[src/rtl/alu_cmd_issuer.sv]
// alu_cmd_issuer: buffers ALU commands in a FIFO, issues them one at a time to the
// accumulator ALU and returns result/overflow over a valid/ready response port.
module alu_cmd_issuer #(
    parameter int WIDTH  = 8,
    parameter int DEPTH  = 4,
    parameter int OP_LAT = 1
) (
    input  logic             clk,
    input  logic             rst,
    input  logic             cmd_valid,
    output logic             cmd_ready,
    input  logic [2:0]       cmd_op,
    input  logic [1:0]       cmd_mode,
    input  logic [WIDTH-1:0] cmd_a,
    input  logic [WIDTH-1:0] cmd_b,
    output logic [WIDTH-1:0] num1,
    output logic [WIDTH-1:0] num2,
    output logic [2:0]       in_selector,
    output logic [6:0]       out_selector,
    input  logic [WIDTH-1:0] alu_result,
    input  logic             alu_error,
    output logic             rsp_valid,
    input  logic             rsp_ready,
    output logic [WIDTH-1:0] rsp_data,
    output logic             rsp_err,
    output logic             busy,
    output logic [7:0]       err_cnt
);
    localparam int AW = $clog2(DEPTH);
    localparam int CW = 5 + 2 * WIDTH;
    localparam int WW = $clog2(OP_LAT + 1);
    localparam logic [AW:0] FULL = (AW + 1)'(DEPTH);

    typedef enum logic [1:0] {IDLE, ISSUE, WAIT, RESP} state_t;

    state_t           state_q, state_d;
    logic [CW-1:0]    mem_q [DEPTH];
    logic [AW-1:0]    wr_q, wr_d, rd_q, rd_d;
    logic [AW:0]      cnt_q, cnt_d;
    logic [WW-1:0]    wcnt_q, wcnt_d;
    logic [WIDTH-1:0] num1_q, num1_d, num2_q, num2_d, rsp_data_q, rsp_data_d;
    logic [2:0]       in_sel_q, in_sel_d;
    logic [6:0]       out_sel_q, out_sel_d;
    logic             rsp_valid_q, rsp_valid_d, rsp_err_q, rsp_err_d;
    logic [7:0]       err_cnt_q, err_cnt_d;
    logic             push, pop, illegal;
    logic [CW-1:0]    head;
    logic [2:0]       h_op;
    logic [1:0]       h_mode;
    logic [WIDTH-1:0] h_a, h_b;

    function automatic logic [6:0] op_sel(input logic [2:0] op);
        case (op)
            3'd0:    return 7'b1000000;
            3'd1:    return 7'b0100000;
            3'd2:    return 7'b0001000;
            3'd3:    return 7'b0010000;
            3'd4:    return 7'b0000100;
            3'd5:    return 7'b0000010;
            3'd6:    return 7'b0000001;
            default: return 7'b0000000;
        endcase
    endfunction

    assign cmd_ready = cnt_q != FULL;
    assign push      = cmd_valid && cmd_ready;
    assign pop       = state_q == IDLE && cnt_q != '0;
    assign head      = mem_q[rd_q];
    assign {h_op, h_mode, h_a, h_b} = head;
    assign illegal   = h_op == 3'd7 || h_mode == 2'd3;

    always_ff @(posedge clk) begin
        if (push) mem_q[wr_q] <= {cmd_op, cmd_mode, cmd_a, cmd_b};
    end

    always_comb begin
        wr_d        = push ? wr_q + 1'b1 : wr_q;
        rd_d        = pop ? rd_q + 1'b1 : rd_q;
        cnt_d       = cnt_q + {{AW{1'b0}}, push} - {{AW{1'b0}}, pop};
        state_d     = state_q;
        wcnt_d      = wcnt_q;
        num1_d      = num1_q;
        num2_d      = num2_q;
        in_sel_d    = in_sel_q;
        out_sel_d   = out_sel_q;
        rsp_valid_d = rsp_valid_q;
        rsp_data_d  = rsp_data_q;
        rsp_err_d   = rsp_err_q;
        err_cnt_d   = err_cnt_q;
        case (state_q)
            IDLE: if (pop) begin
                if (illegal) begin
                    state_d     = RESP;
                    rsp_valid_d = 1'b1;
                    rsp_data_d  = '0;
                    rsp_err_d   = 1'b1;
                end else begin
                    state_d   = ISSUE;
                    num1_d    = h_a;
                    num2_d    = h_b;
                    in_sel_d  = 3'b100 >> h_mode;
                    out_sel_d = op_sel(h_op);
                end
            end
            ISSUE: begin
                state_d  = WAIT;
                in_sel_d = 3'b100;
                wcnt_d   = WW'(OP_LAT - 1);
            end
            WAIT: if (wcnt_q == '0) begin
                state_d     = RESP;
                rsp_valid_d = 1'b1;
                rsp_data_d  = alu_result;
                rsp_err_d   = alu_error;
                out_sel_d   = '0;
            end else begin
                wcnt_d = wcnt_q - 1'b1;
            end
            default: if (rsp_ready) begin
                state_d     = IDLE;
                rsp_valid_d = 1'b0;
                err_cnt_d   = (rsp_err_q && err_cnt_q != 8'hFF) ? err_cnt_q + 8'd1 : err_cnt_q;
            end
        endcase
    end

    always_ff @(posedge clk or posedge rst) begin
        if (rst) begin
            state_q     <= IDLE;
            wr_q        <= '0;
            rd_q        <= '0;
            cnt_q       <= '0;
            wcnt_q      <= '0;
            num1_q      <= '0;
            num2_q      <= '0;
            in_sel_q    <= 3'b100;
            out_sel_q   <= '0;
            rsp_valid_q <= 1'b0;
            rsp_data_q  <= '0;
            rsp_err_q   <= 1'b0;
            err_cnt_q   <= '0;
        end else begin
            state_q     <= state_d;
            wr_q        <= wr_d;
            rd_q        <= rd_d;
            cnt_q       <= cnt_d;
            wcnt_q      <= wcnt_d;
            num1_q      <= num1_d;
            num2_q      <= num2_d;
            in_sel_q    <= in_sel_d;
            out_sel_q   <= out_sel_d;
            rsp_valid_q <= rsp_valid_d;
            rsp_data_q  <= rsp_data_d;
            rsp_err_q   <= rsp_err_d;
            err_cnt_q   <= err_cnt_d;
        end
    end

    assign num1         = num1_q;
    assign num2         = num2_q;
    assign in_selector  = in_sel_q;
    assign out_selector = out_sel_q;
    assign rsp_valid    = rsp_valid_q;
    assign rsp_data     = rsp_data_q;
    assign rsp_err      = rsp_err_q;
    assign err_cnt      = err_cnt_q;
    assign busy         = state_q != IDLE || cnt_q != '0;
endmodule

[config.mk]
export PLATFORM = sky130hd
export DESIGN_NAME = alu_cmd_issuer
export DESIGN_NICKNAME = d
export VERILOG_FILES = /design/src/rtl/alu_cmd_issuer.sv
export SDC_FILE = /design/constraint.sdc
export NUM_CORES = 1
export LEC_CHECK = 0
export ABC_AREA = 1
export CORE_ASPECT_RATIO = 2
export CORE_UTILIZATION = 32
export DETAILED_ROUTE_END_ITERATION = 7
export DONT_BUFFER_PORTS = 1
export MAX_ROUTING_LAYER = met4
export PLACE_DENSITY = 0.48
export SETUP_SLACK_MARGIN = 0.4
export SYNTH_ARGS = -nofsm -noshare
export SYNTH_HDL_FRONTEND = slang
export SYNTH_SLANG_ARGS = --single-unit
[constraint.sdc]
create_clock -name clk -period 3.8 [get_ports clk]
set_clock_uncertainty 0.2 [all_clocks]
set_input_delay 0.57 -clock clk [delete_from_list [all_inputs] [get_ports clk]]
set_output_delay 0.57 -clock clk [all_outputs]
set_load 0.02 [all_outputs]
==> results of run 1 <==
[routing by layer]
metal  global-route usage  wire (um)  part of all wire  up-vias
met3               0.0457        791             0.062       17
li1                     -          -                 -     1777
met4               0.0669        282             0.022        0
met2                0.263       7080              0.55       85
met5                    -          0                 0        -
met1                0.145       4640              0.36     1705
[stage by stage]
step                power [mW]  hold WS, ns  setup slack (ns)  instances
floorplan                 4.17        0.299              1.41        533
global placement          4.60        0.316              1.39        736
detailed placement        4.66        0.345              1.34        736
CTS                       6.11       0.0284              1.32        768
global route              6.46       0.0266             0.997        768
finish                    6.01       0.0295              1.34        768
[cell families after synthesis]
group | Yosys count | synth area share
flops | 137 | 0.651
simple gates | 217 | 0.166
fa+ha+maj | 11 | 0.0245
buf+inv | 78 | 0.0590
xor+xnor | 13 | 0.0192
compound gates | 77 | 0.0812
[worst max-delay path, stage by stage (launching register included)]
cell	delay (ns)
dfrtp_1	0.37
inv_1	0.56
nor2_1	0.11
nand2_1	0.11
nand2_1	0.11
nand3_4	0.10
nand3_4	0.42
nand2_1	0.27
nand2_1	0.08
nand2_1	0.06
[area by class of cell]
| type | count | area, um2 |
|---|---|---|
| Clock buffer | 19 | 433 |
| Clock inverter | 13 | 82.6 |
| Fill cell | 1813 | 11600 |
| Inverter | 58 | 220 |
| Multi-Input combinational cell | 318 | 1730 |
| Sequential cell | 137 | 3850 |
| Tap cell | 216 | 270 |
| Timing Repair Buffer | 7 | 52.6 |
[worst min path at each step]
stage | end | start | slack (ns)
5_1_grt | mem_q[0][3]$_DFFE_PP_ | cmd_b[3] | 0.03
6_report | num2[2]$_DFFE_PP0P_ | rst | 0.03
3_3_place_gp | state_q[1]$_DFFE_PP0P_ | state_q[1]$_DFFE_PP0P_ | 0.32
2_1_floorplan | state_q[1]$_DFFE_PP0P_ | state_q[1]$_DFFE_PP0P_ | 0.30
4_1_cts | mem_q[2][8]$_DFFE_PP_ | cmd_a[0] | 0.03
3_5_place_dp | state_q[1]$_DFFE_PP0P_ | state_q[1]$_DFFE_PP0P_ | 0.34
[Yosys cell counts, drive strengths merged]
cell    instances
nor3            8
dfrtp          52
xor2           10
clkbuf          9
xnor2           3
a21oi           1
buf            11
o211ai          1
nand3b          8
dfstp           1
inv            58
nand3          20
edfxtp         84
o21ai          59
nand2         119
fa              1
nand4           2
ha             10
nor2           58
or2             2
o22ai          16
[state kept, by name, indices dropped and copies added (netlist names), 3 cells and up]
signal        cells
num1              8
mem_q            84
in_selector       3
num2              8
rsp_data          8
cnt_q             3
out_selector      7
err_cnt           8
[power by group through the flow]
stage,sequential [mW],clock (mW),combinational (mW)
4_1_cts,2.51,1.47,2.13
3_5_place_dp,2.53,0,2.13
3_3_place_gp,2.52,0,2.08
6_report,2.50,1.43,2.08
2_1_floorplan,2.44,0,1.73
5_1_grt,2.54,1.53,2.39
==> impl_metrics.json, run 1 <==
{
  "antenna_left": 0,
  "clkPwrFrac": 0.238,
  "min_path_type": "input port to async pin",
  "p_switching_mw": 2.52,
  "worstReg2RegEnd": "in_selector[1]$_DFFE_PP0P_",
  "placed_cell_area_um2": 6120,
  "drive_gt1_frac": 0.152,
  "timing.reg2reg.setup_slack_ns": 1.34,
  "htreeDepth": 4,
  "synth.cell_area_um2": 5920,
  "synth_warnings": 0,
  "core_um2": 18200,
  "final_cell_mix": "nand2_1, edfxtp_1, inv_1",
  "antenna_cells": 0,
  "p_per_area_nw_per_um2": 905,
  "reg2regPathDepth": 9,
  "pwr-share-comb": 0.346,
  "io_pins": 80,
  "hpwl_um": 8850,
  "start_util": 0.325,
  "die_x_um": 98.2,
  "fp-row-count": 70,
  "synth_top_area_frac": 0.426,
  "synthTopCellsByArea": "edfxtp_1, dfrtp_1, nand2_1",
  "p_sw_frac": 0.419,
  "synth-seq-area-share": 0.651,
  "relSlewSlack": 0.361,
  "start_kind": "flop",
  "die-area_um2": 19100,
  "failed_checks": "design-rule violations",
  "routedWlPerCell_um": 16.7,
  "die_y_um": 194,
  "ys_types": 34,
  "hold_violations": 0,
  "vias": 3584,
  "post-route-period-util": 0.648,
  "io_buffers": 0,
  "setup_viol": 0,
  "cp-endpoint": "in_selector[1]$_DFFE_PP0P_",
  "syn_nets": 578,
  "final_area_um2": 6640,
  "viasPerCell": 4.67,
  "place_congestion": 0.772,
  "drtIter0Drc": 163,
  "timing.rr.start": "rd_q[1]$_DFFE_PP0P_",
  "post_cts_resized": 0,
  "fin_nets": 584,
  "clockBufferDepth": 2,
  "fmax_ghz": 0.406,
  "mostFrequentLayoutCell": "nand2_1",
  "areaGrowthSynthToFinish_pct": 12.2,
  "crit_arrival_ns": 2.61,
  "synth_area_leader_cell": "edfxtp_1",
  "ir_drop_v": 0.000316,
  "max_cap_viol_count": 0,
  "seq_power_share": 0.416,
  "grt_pass1_vias": 3727,
  "criticalPathCategory": "flop to flop",
  "critPathLaunch": "rd_q[1]$_DFFE_PP0P_",
  "worst_setup_path_end_kind": "flop",
  "rsz0062_at_grt": "no",
  "internal_power_mw": 3.49,
  "cts_num_sinks": 137,
  "synth.avg_cell_area_um2": 11.1,
  "postCtsSetupRepairBufs": 0,
  "clk_latency_ns": 0.42,
  "cts_tree": "yes",
  "yosys_register_bits": 137,
  "drv_slew": 0,
  "grt_use_total": 0.148,
  "grt_pass1_wl_um": 20400,
  "grt_max_degree": 45,
  "path_clk_slew_ns": 0.06,
  "status": "finished, violations left",
  "syn_inst": 533,
  "tightest_slew_ns": 0.958,
  "drt_wl_total_um": 12800,
  "remaining_drc_errors": 13,
  "final_util": 0.364,
  "antenna_found_initial": 0,
  "fin_crit_ns": 2.46,
  "drtPass1Iterations": 6,
  "leakage_nw": 2.76,
  "numCtsBuffers": 17,
  "crit_fanout": 36,
  "overflow": 0,
  "setup_tns_ns": 0,
  "cts_root_buf": "clkbuf_16",
  "crit_required_ns": 3.95,
  "hold_buffers": 0
}
Power figures use the tool's default switching activity.
==> run 2, diff against run 1 <==
==> constraint.sdc (replaced) <==
create_clock -name clk -period 2.3 [get_ports clk]
set_clock_uncertainty 0.2 [all_clocks]
set_input_delay 0.345 -clock clk [delete_from_list [all_inputs] [get_ports clk]]
set_output_delay 0.345 -clock clk [all_outputs]
set_load 0.02 [all_outputs]
==> run 2 against run 1 <==
Effect of this change:
- the flow still finishes with violations (design-rule violations)
- combinational power rose to 2.5 times the previous value
- power increased by 99%
- setup slack worse by 1.1 ns
- final area increased by 18%
- fmax is 22% higher
- wire length up 11%
- clock power grew 77%
- sequential power grew 69%
- global-route usage up 0.51 points
- first-iteration DRC count rose by 19%
- critical path type unchanged
- largest cell class unchanged
==> impl_metrics.json, run 2 (synthesis gave the netlist of run 1 again) <==
{
  "timing.reg2reg.setup_slack_ns": 0.28,
  "ir_drop_v": 0.000514,
  "failed_checks": "design-rule violations",
  "grt_use_total": 0.153,
  "areaGrowthSynthToFinish_pct": 32.3,
  "die-area_um2": 19100,
  "vias": 4018,
  "routedWlPerCell_um": 16.6,
  "clk_latency_ns": 0.41,
  "drtPass1Iterations": 7,
  "status": "finished, violations left",
  "path_clk_slew_ns": 0.06,
  "drtIter0Drc": 194,
  "grt_max_degree": 29,
  "fin_nets": 667,
  "io_pins": 80,
  "relSlewSlack": 0.565,
  "cts_num_sinks": 137,
  "setup_tns_ns": 0,
  "tightest_slew_ns": 0.652,
  "start_kind": "flop",
  "viasPerCell": 4.72,
  "largest_register": "mem_q",
  "drv_slew": 0,
  "crit_required_ns": 2.40,
  "grt_most_used_layer": "met2",
  "final_cell_mix": "edfxtp_1, nand2_1, inv_1",
  "htreeDepth": 4,
  "overflow": 0,
  "met2_usage": 0.284,
  "hpwl_um": 8850,
  "start_util": 0.325,
  "largest_reg_flops": 84,
  "mostFrequentLayoutCell": "edfxtp_1",
  "criticalPathCategory": "flop to flop",
  "p_per_area_nw_per_um2": 1530,
  "die_x_um": 98.2,
  "die_y_um": 194,
  "fmax_ghz": 0.496,
  "setup_viol": 0,
  "fp-row-count": 70,
  "cts_root_buf": "clkbuf_16",
  "final_util": 0.430,
  "min_path_type": "input port to flop",
  "antenna_found_initial": 0,
  "use_met1": 0.145,
  "clockBufferDepth": 2,
  "reg2regPathDepth": 11,
  "worst_setup_path_end_kind": "flop",
  "remaining_drc_errors": 13,
  "fin_crit_ns": 2.02,
  "io_buffers": 0,
  "post-route-period-util": 0.877,
  "leakage_nw": 3.30,
  "cts_tree": "yes",
  "crit_arrival_ns": 2.12,
  "antenna_left": 0,
  "numCtsBuffers": 17,
  "crit_fanout": 8,
  "fillers": 1696,
  "grt_pass1_vias": 4008,
  "hold_violations": 0,
  "max_cap_viol_count": 0,
  "rsz0062_at_grt": "yes",
  "gr-usage-met3": 0.0431,
  "antenna_cells": 0,
  "drt_wl_total_um": 14100,
  "place_congestion": 0.740,
  "core_um2": 18200,
  "drive_gt1_frac": 0.276,
  "grt_pass1_wl_um": 21300,
  "holdPathStages": 3
}
[run 2: changes by cell type in the layout (fill, tap and decap cells not counted), sizes merged]
cell         change
nand2            +2
bufinv           +1
dlygate4sd3     +32
nand3            +1
buf             +45
clkinvlp         -2
inv              +3
clkinv           +1
[run 2: final cells by class]
cell class	count	area (um2)	area share
clock inverters	14	123	0.0157
inverters	58	241	0.0308
flip-flops and latches	137	3860	0.492
clock buffers	18	429	0.0548
repair inverters	2	13.8	0.00176
repair buffers	85	920	0.117
well taps	216	270	0.0345
multi-input cells	321	1980	0.253
[run 2: timing repair]
action | in CTS | in global routing
hold buffers | 32 | 0
hold endpoints to repair | 119 | 0
setup buffers | 14 | 20
setup endpoints to repair | 20 | 46
pin swaps | 7 | 20
gates resized for setup | 18 | 69
cloned | 3 | 5
[run 2: routing by layer]
layer | vias up | share of wire
met5 | - | 0
met4 | 0 | 0.018
met3 | 12 | 0.052
met2 | 109 | 0.58
met1 | 1942 | 0.35
li1 | 1955 | -
[run 2: worst paths after layout]
kind                                            start                    endpoint
max                               rd_q[0]$_DFFE_PP0P_  in_selector[0]$_DFFE_PP0P_
max reg2reg                       rd_q[0]$_DFFE_PP0P_  in_selector[0]$_DFFE_PP0P_
min                                         cmd_valid         wr_q[0]$_DFFE_PP0P_
min reg2reg                in_selector[2]$_DFFE_PP1P_  in_selector[2]$_DFFE_PP1P_
min in group asynchronous                         rst         num2[1]$_DFFE_PP0P_
max in group asynchronous                         rst  in_selector[2]$_DFFE_PP1P_
[run 2: report_power, final]
group | switching [mW] | internal [mW] | leakage [nW]
Combinational | 3.04 | 2.17 | 1.59
Sequential | 0.870 | 3.36 | 1.44
Clock | 1.04 | 1.49 | 0.274
Total | 4.95 | 7.03 | 3.30
[run 2: through the flow]
stage	setup slack (ns)	hold WS, ns	cells	power (mW)	cell area (um2)
final	0.282	0.0189	851	12.0	7830
after detailed placement	0.164	0.161	745	7.94	6300
after global placement	0.180	0.149	745	7.86	6300
after floorplan	0.322	0.244	533	6.98	5970
after global routing	0.211	0.0251	851	12.8	7830
after CTS	0.275	0.000240	826	11.1	7390
[run 2: worst max-delay path: stages, from the launching register on]
cell	delay [ns]
dfrtp_2	0.48
buf_8	0.17
buf_8	0.13
nand2_2	0.05
nand2_2	0.06
nand2_2	0.09
nand3_4	0.13
nand3_4	0.23
buf_12	0.19
nand2_4	0.07
nand2_2	0.05
nand2_1	0.04
